## config.mk

```make
export PLATFORM = sky130hd
export DESIGN_NAME = vga_timing_gen
export DESIGN_NICKNAME = d
export VERILOG_FILES = /design/src/rtl/vga_timing_gen_pkg.sv /design/src/rtl/vga_delay_line.sv /design/src/rtl/vga_timing_gen.sv
export SDC_FILE = /design/constraint.sdc
export NUM_CORES = 1
export LEC_CHECK = 0
export CAP_MARGIN = 20
export CORE_MARGIN = 3
export CORE_UTILIZATION = 50
export CTS_CLUSTER_SIZE = 8
export DETAILED_ROUTE_END_ITERATION = 6
export PLACE_DENSITY = 0.84
export SETUP_SLACK_MARGIN = 0.2
export SLEW_MARGIN = 20
export SYNTH_ARGS = -nofsm -noshare
export SYNTH_HDL_FRONTEND = slang
export SYNTH_SLANG_ARGS = --single-unit
export TNS_END_PERCENT = 20
```

## constraint.sdc

```tcl
create_clock -name CLK -period 5 [get_ports CLK]
set_input_delay 0.75 -clock CLK [delete_from_list [all_inputs] [get_ports CLK]]
set_output_delay 0.75 -clock CLK [all_outputs]
set_load 0.02 [all_outputs]
```

## src/rtl/vga_timing_gen_pkg.sv

```systemverilog
// Shared VGA timing types and the standard mode constant sets.
// Mode records feed the parameter defaults of vga_timing_gen.
package vga_timing_gen_pkg;

    typedef struct packed {
        int   h_disp;
        int   h_front;
        int   h_sync;
        int   h_back;
        int   v_disp;
        int   v_front;
        int   v_sync;
        int   v_back;
        logic h_pol;
        logic v_pol;
    } vga_mode_t;

    localparam vga_mode_t MODE_1280X1024_60 = '{1280, 48, 112, 248, 1024, 1, 3, 38, 1'b1, 1'b1};
    localparam vga_mode_t MODE_640X480_60   = '{640, 16, 96, 48, 480, 10, 2, 33, 1'b0, 1'b0};
    localparam vga_mode_t MODE_800X600_60   = '{800, 40, 128, 88, 600, 1, 4, 23, 1'b1, 1'b1};

    // Request-time control bits carried down the output pipeline.
    typedef struct packed {
        logic hs;
        logic vs;
        logic de;
        logic fs;
        logic ls;
    } vga_ctl_t;

    localparam int CTL_W = $bits(vga_ctl_t);

    function automatic logic in_window(input int pos, input int start, input int len);
        return (pos >= start) && (pos < start + len);
    endfunction

endpackage

```

## src/rtl/vga_delay_line.sv

```systemverilog
// WIDTH x DEPTH enabled shift register with asynchronous active-low clear.
// DOUT is DIN delayed by DEPTH enabled clocks.
module vga_delay_line #(
    parameter int WIDTH = 1,
    parameter int DEPTH = 1
) (
    input  logic             CLK,
    input  logic             RST_N,
    input  logic             EN,
    input  logic [WIDTH-1:0] DIN,
    output logic [WIDTH-1:0] DOUT
);

    logic [DEPTH-1:0][WIDTH-1:0] stages;

    if (DEPTH == 1) begin : g_single
        always_ff @(posedge CLK or negedge RST_N) begin
            if (!RST_N) begin
                stages <= '0;
            end else if (EN) begin
                stages <= DIN;
            end
        end
    end else begin : g_multi
        always_ff @(posedge CLK or negedge RST_N) begin
            if (!RST_N) begin
                stages <= '0;
            end else if (EN) begin
                stages <= {stages[DEPTH-2:0], DIN};
            end
        end
    end

    assign DOUT = stages[DEPTH-1];

endmodule

```

## src/rtl/vga_timing_gen.sv

```systemverilog
// Parametrised VGA raster timing generator with look-ahead pixel request,
// LEAD-cycle control pipeline and registered RGB output stage.
module vga_timing_gen
    import vga_timing_gen_pkg::*;
#(
    parameter int   H_DISP  = MODE_1280X1024_60.h_disp,
    parameter int   H_FRONT = MODE_1280X1024_60.h_front,
    parameter int   H_SYNC  = MODE_1280X1024_60.h_sync,
    parameter int   H_BACK  = MODE_1280X1024_60.h_back,
    parameter int   V_DISP  = MODE_1280X1024_60.v_disp,
    parameter int   V_FRONT = MODE_1280X1024_60.v_front,
    parameter int   V_SYNC  = MODE_1280X1024_60.v_sync,
    parameter int   V_BACK  = MODE_1280X1024_60.v_back,
    parameter logic H_POL   = MODE_1280X1024_60.h_pol,
    parameter logic V_POL   = MODE_1280X1024_60.v_pol,
    parameter int   CW      = 4,
    parameter int   LEAD    = 2,
    parameter int   CNT_W   = 11
) (
    input  logic              CLK,
    input  logic              RST_N,
    input  logic              EN,
    input  logic [3*CW-1:0]   RGB_IN,
    output logic              REQ,
    output logic [CNT_W-1:0]  REQ_X,
    output logic [CNT_W-1:0]  REQ_Y,
    output logic              VGA_HSYNC,
    output logic              VGA_VSYNC,
    output logic              VGA_DE,
    output logic [CW-1:0]     VGA_RED,
    output logic [CW-1:0]     VGA_GREEN,
    output logic [CW-1:0]     VGA_BLUE,
    output logic              FRAME_START,
    output logic              LINE_START
);

    localparam int H_TOTAL = H_DISP + H_FRONT + H_SYNC + H_BACK;
    localparam int V_TOTAL = V_DISP + V_FRONT + V_SYNC + V_BACK;
    localparam logic [CNT_W-1:0] H_LAST = CNT_W'(H_TOTAL - 1);
    localparam logic [CNT_W-1:0] V_LAST = CNT_W'(V_TOTAL - 1);

    if (LEAD < 1 || LEAD > 4) begin : g_bad_lead
        $error("vga_timing_gen: LEAD must lie within 1..4");
    end
    if (H_TOTAL > (1 << CNT_W) || V_TOTAL > (1 << CNT_W)) begin : g_bad_cnt_w
        $error("vga_timing_gen: H_TOTAL/V_TOTAL do not fit in CNT_W bits");
    end

    logic             run;
    logic             adv;
    logic [CNT_W-1:0] hcnt;
    logic [CNT_W-1:0] vcnt;
    int               hpos;
    int               vpos;
    vga_ctl_t         raw;
    vga_ctl_t         pre_ctl;
    vga_ctl_t         out_ctl;
    logic [3*CW-1:0]  rgb_q;

    // run holds the raster at (0,0) until the first edge after reset release.
    always_ff @(posedge CLK or negedge RST_N) begin
        if (!RST_N) begin
            run <= 1'b0;
        end else begin
            run <= 1'b1;
        end
    end

    assign adv = EN & run;

    always_ff @(posedge CLK or negedge RST_N) begin
        if (!RST_N) begin
            hcnt <= '0;
            vcnt <= '0;
        end else if (adv) begin
            if (hcnt == H_LAST) begin
                hcnt <= '0;
                vcnt <= (vcnt == V_LAST) ? '0 : vcnt + 1'b1;
            end else begin
                hcnt <= hcnt + 1'b1;
            end
        end
    end

    always_comb begin
        hpos   = 32'(hcnt);
        vpos   = 32'(vcnt);
        raw    = '0;
        raw.de = (hpos < H_DISP) && (vpos < V_DISP);
        raw.hs = in_window(hpos, H_DISP + H_FRONT, H_SYNC);
        raw.vs = in_window(vpos, V_DISP + V_FRONT, V_SYNC);
        raw.fs = (hcnt == '0) && (vcnt == '0);
        raw.ls = (hcnt == '0) && (vpos < V_DISP);
    end

    assign REQ   = raw.de & EN & run;
    assign REQ_X = REQ ? hcnt : '0;
    assign REQ_Y = REQ ? vcnt : '0;

    // Pipeline split so the stage gating the RGB capture is a real tap.
    if (LEAD == 1) begin : g_pre_raw
        assign pre_ctl = raw;
    end else begin : g_pre_dly
        vga_delay_line #(
            .WIDTH (CTL_W),
            .DEPTH (LEAD - 1)
        ) u_pre_dly (
            .CLK   (CLK),
            .RST_N (RST_N),
            .EN    (adv),
            .DIN   (raw),
            .DOUT  (pre_ctl)
        );
    end

    vga_delay_line #(
        .WIDTH (CTL_W),
        .DEPTH (1)
    ) u_out_dly (
        .CLK   (CLK),
        .RST_N (RST_N),
        .EN    (adv),
        .DIN   (pre_ctl),
        .DOUT  (out_ctl)
    );

    always_ff @(posedge CLK or negedge RST_N) begin
        if (!RST_N) begin
            rgb_q <= '0;
        end else if (adv) begin
            rgb_q <= pre_ctl.de ? RGB_IN : '0;
        end
    end

    assign VGA_HSYNC   = out_ctl.hs ? H_POL : ~H_POL;
    assign VGA_VSYNC   = out_ctl.vs ? V_POL : ~V_POL;
    assign VGA_DE      = out_ctl.de;
    assign FRAME_START = out_ctl.fs;
    assign LINE_START  = out_ctl.ls;
    assign VGA_RED     = rgb_q[3*CW-1 -: CW];
    assign VGA_GREEN   = rgb_q[2*CW-1 -: CW];
    assign VGA_BLUE    = rgb_q[CW-1:0];

endmodule
```

==> flow_summary.yaml <==
pwr:
  total_power_mw: 0.8483
  p_per_area_nw_per_um2: 286.1
  p_leak_nw: 1.274
  ir_worst_vdd_uv: 164.4
timing:
  setup_viol: 0
  rsz0062_at_grt: "no"
  finalHoldViolations: 0
  slew_headroom_pct: 61.09
  tightestPinTransition_ns: 0.5836
  finClkSkew_ns: 0.01060
  setup-tns-final_ns: 0
  post-route-period-util_pct: 73.65
  timing.hold.ws_ns: 0.3954
  period_needed_ns: 3.683
  fin_ws_ns: 1.317
  fmax_mhz: 271.6
  slew_viol_final: 0
worst_setup_path:
  rr_worst_depth: 4
  cp_slowest_cell: "clkdlybuf4s50_1"
  arrival_ns: 2.93
  crit_required_ns: 4.25
  worstSetupStartpoint: "EN"
  cpMostUsedCell: "clkdlybuf4s50_1"
  critical_path_class: "input port to output pin"
  crit_family: "buffers and inverters"
  end_kind: "output pin"
  max_stage_delay_ns: 0.65
  cp_max_fo: 37
  reg2reg_from: "hcnt[5]$_DFFE_PN0P_"
  path_buf_inv: 3
  start_kind: "input port"
  rrSetupSlack_ns: 2.83
  crit_chain: "clkdlybuf4s50_1 -> nand2_1 -> buf_4 -> nor4_1 -> clkdlybuf4s50_1"
  timing.rr.end: "vcnt[9]$_DFFE_PN0P_"
detailed_routing:
  vias: 1994
  drt_iter0_markers: 176
  wire_per_inst_microns: 15.57
  antenna_left: 0
  via_per_inst: 5.746
  drc: 0
  drtPass1Iterations: 4
  routed_wl_microns: 5404
logic_synthesis:
  yosys.area.top_type: "dfrtp_1"
  synth_ff_type: "dfrtp_1"
  synth_top_area_share_pct: 48.52
  synth_top_cells_by_area: "dfrtp_1, nand2_1, o21ai_0"
  synth_area_sq_um: 2321
  netlist_instances: 245
  synth_commonest_cells: "dfrtp_1, nand2_1, o21ai_0"
  synth_edf_count: 0
  yosysSeqAreaShare_pct: 48.52
  synthArstFlopShare_pct: 100.0
  yosysWarnings: 0
  yosysMostFrequentCell: "dfrtp_1"
  synth_nets: 265
  netlist-cell-type-count: 42
  yosys_register_bits: 45
  avgSynthCellArea_sq_um: 9.473
place:
  io_buffer_count: 53
  place_inst: 338
  dp_hpwl_microns: 3702
  dp_slack_ns: 1.306
  post_dp_cell_area_sq_um: 2848
  globalplace.congestion: 0.8479
final_layout:
  areaGrowthSynthToFinish_pct: 27.76
  stdcell_area_sq_um: 2965
  n_fill_cell: 357
  n_antenna_cell: 0
  instances_no_fill: 347
  nNetsFinal: 314
  utilization_pct: 67.18
  layout-drive-gt1-share_pct: 9.153
clocking:
  cts_tree: "yes"
  max-clock-path-buffers: 2
  ctsResizeCount: 0
  cts_made_buffers: 5
  htreeDepth: 2
  clock_latency_ns: 0.31
  postCtsSetupRepairBufs: 0
  cts.clk_slew.worst_paths_ns: 0.09
  cts.sinks: 45
  hold_buffers: 0
  cts_root_buffer: "clkbuf_8"
floorplanning:
  die_x_microns: 74.13
  start_util_pct: 52.58
  pin_count: 55
  fp.dieH_microns: 74.13
  core_sq_um: 4414
  num_rows: 24
  die_area_sq_um: 5495
global_routing:
  busiest_layer: "met2"
  grt.met2_usage_pct: 32.19
  grt_max_degree: 46
  grtUsageTotal_pct: 21.86
  antenna_found_initial: 0
  grt_util_met1_pct: 32.06
  use_met3_pct: 4.730
  grt_pass1_wl_microns: 9211
  grt_pass1_vias: 1851
  grt-ovfl-total: 0
hold_path:
  hp-class: "input port to async pin"
flow_run:
  drv_cap: 0
status:
  outcome: "finished, final reports clean"
[worst reg2reg max path: stages (launching register included)]
cell and delay, ns:
dfrtp_1 0.46, or4_4 0.58, or4_4 0.54, or3b_1 0.40, mux2i_1 0.12
[layout make-up]
cell class | instances | area (sq um) | area share (%)
timing repair buffer | 57 | 575.6 | 19.41
tap | 52 | 65.06 | 2.194
clock buffer | 5 | 68.82 | 2.321
inverter | 10 | 37.54 | 1.266
clock inverter | 3 | 21.27 | 0.7173
multi-input combinational | 175 | 1071 | 36.12
sequential | 45 | 1126 | 37.97
[worst max path at each step]
stage / endpoint / depth (start not counted) / slack (ns)
detailed placement: REQ_X[1] / 5 / 1.31
CTS: REQ_X[1] / 5 / 1.29
finish: REQ_X[1] / 5 / 1.32
floorplan: REQ_X[9] / 4 / 2.34
global route: REQ_X[3] / 5 / 1.13
global placement: REQ_X[3] / 5 / 1.42
[sequential cells by signal (all words and copies together), names as in the netlist]
name	flops
rgb_q	12
u_out_dly.DOUT	5
run	1
g_pre_dly.u_pre_dly.DOUT	5
hcnt	11
vcnt	11
[where the power goes]
group / total, mW / internal [mW] / switching (mW)
combinational: 0.176 / 0.0870 / 0.0889
clock: 0.233 / 0.0993 / 0.134
sequential: 0.439 / 0.396 / 0.0428
total: 0.848 / 0.582 / 0.266
[per-layer routing]
| metal | vias up | share of wire, % |
|---|---|---|
| met2 | 61 | 47 |
| met5 | - | 0 |
| met4 | 0 | 1.3 |
| li1 | 969 | - |
| met3 | 8 | 5.0 |
| met1 | 956 | 47 |
[cells by family (layout without fill, tap and decap cells)]
| family | after synthesis | in the layout | synth area share, % |
|---|---|---|---|
| AOI/OAI and AO/OA | 43 | 43 | 10.51 |
| xor gates and xnor gates | 6 | 6 | 2.264 |
| muxes | 11 | 11 | 5.122 |
| and+or+nand+nor | 108 | 108 | 25.23 |
| buffers and inverters | 25 | 75 | 5.337 |
| DFF | 45 | 45 | 48.52 |
| adders and majority gates | 5 | 5 | 2.695 |
| other | 2 | 2 | 0.3236 |
[layout by cell type (no fill, tap or decap), types with 2 or more instances in the layout]
| cell type | instances |
|---|---|
| a21o_1 | 2 |
| a21oi_1 | 10 |
| a31oi_1 | 4 |
| and2_1 | 10 |
| and3_1 | 4 |
| and4_2 | 2 |
| buf_4 | 3 |
| clkbuf_8 | 5 |
| clkdlybuf4s50_1 | 52 |
| conb_1 | 2 |
| dfrtp_1 | 45 |
| ha_1 | 5 |
| inv_1 | 10 |
| mux2_2 | 7 |
| mux2i_1 | 4 |
| nand2_1 | 37 |
| nand3_1 | 15 |
| nand4_1 | 4 |
| nor2_1 | 5 |
| nor3_1 | 6 |
| nor4_1 | 15 |
| o21ai_0 | 21 |
| or4_4 | 2 |
| xnor2_1 | 5 |
Note: power is estimated with default switching activity, not from simulation.
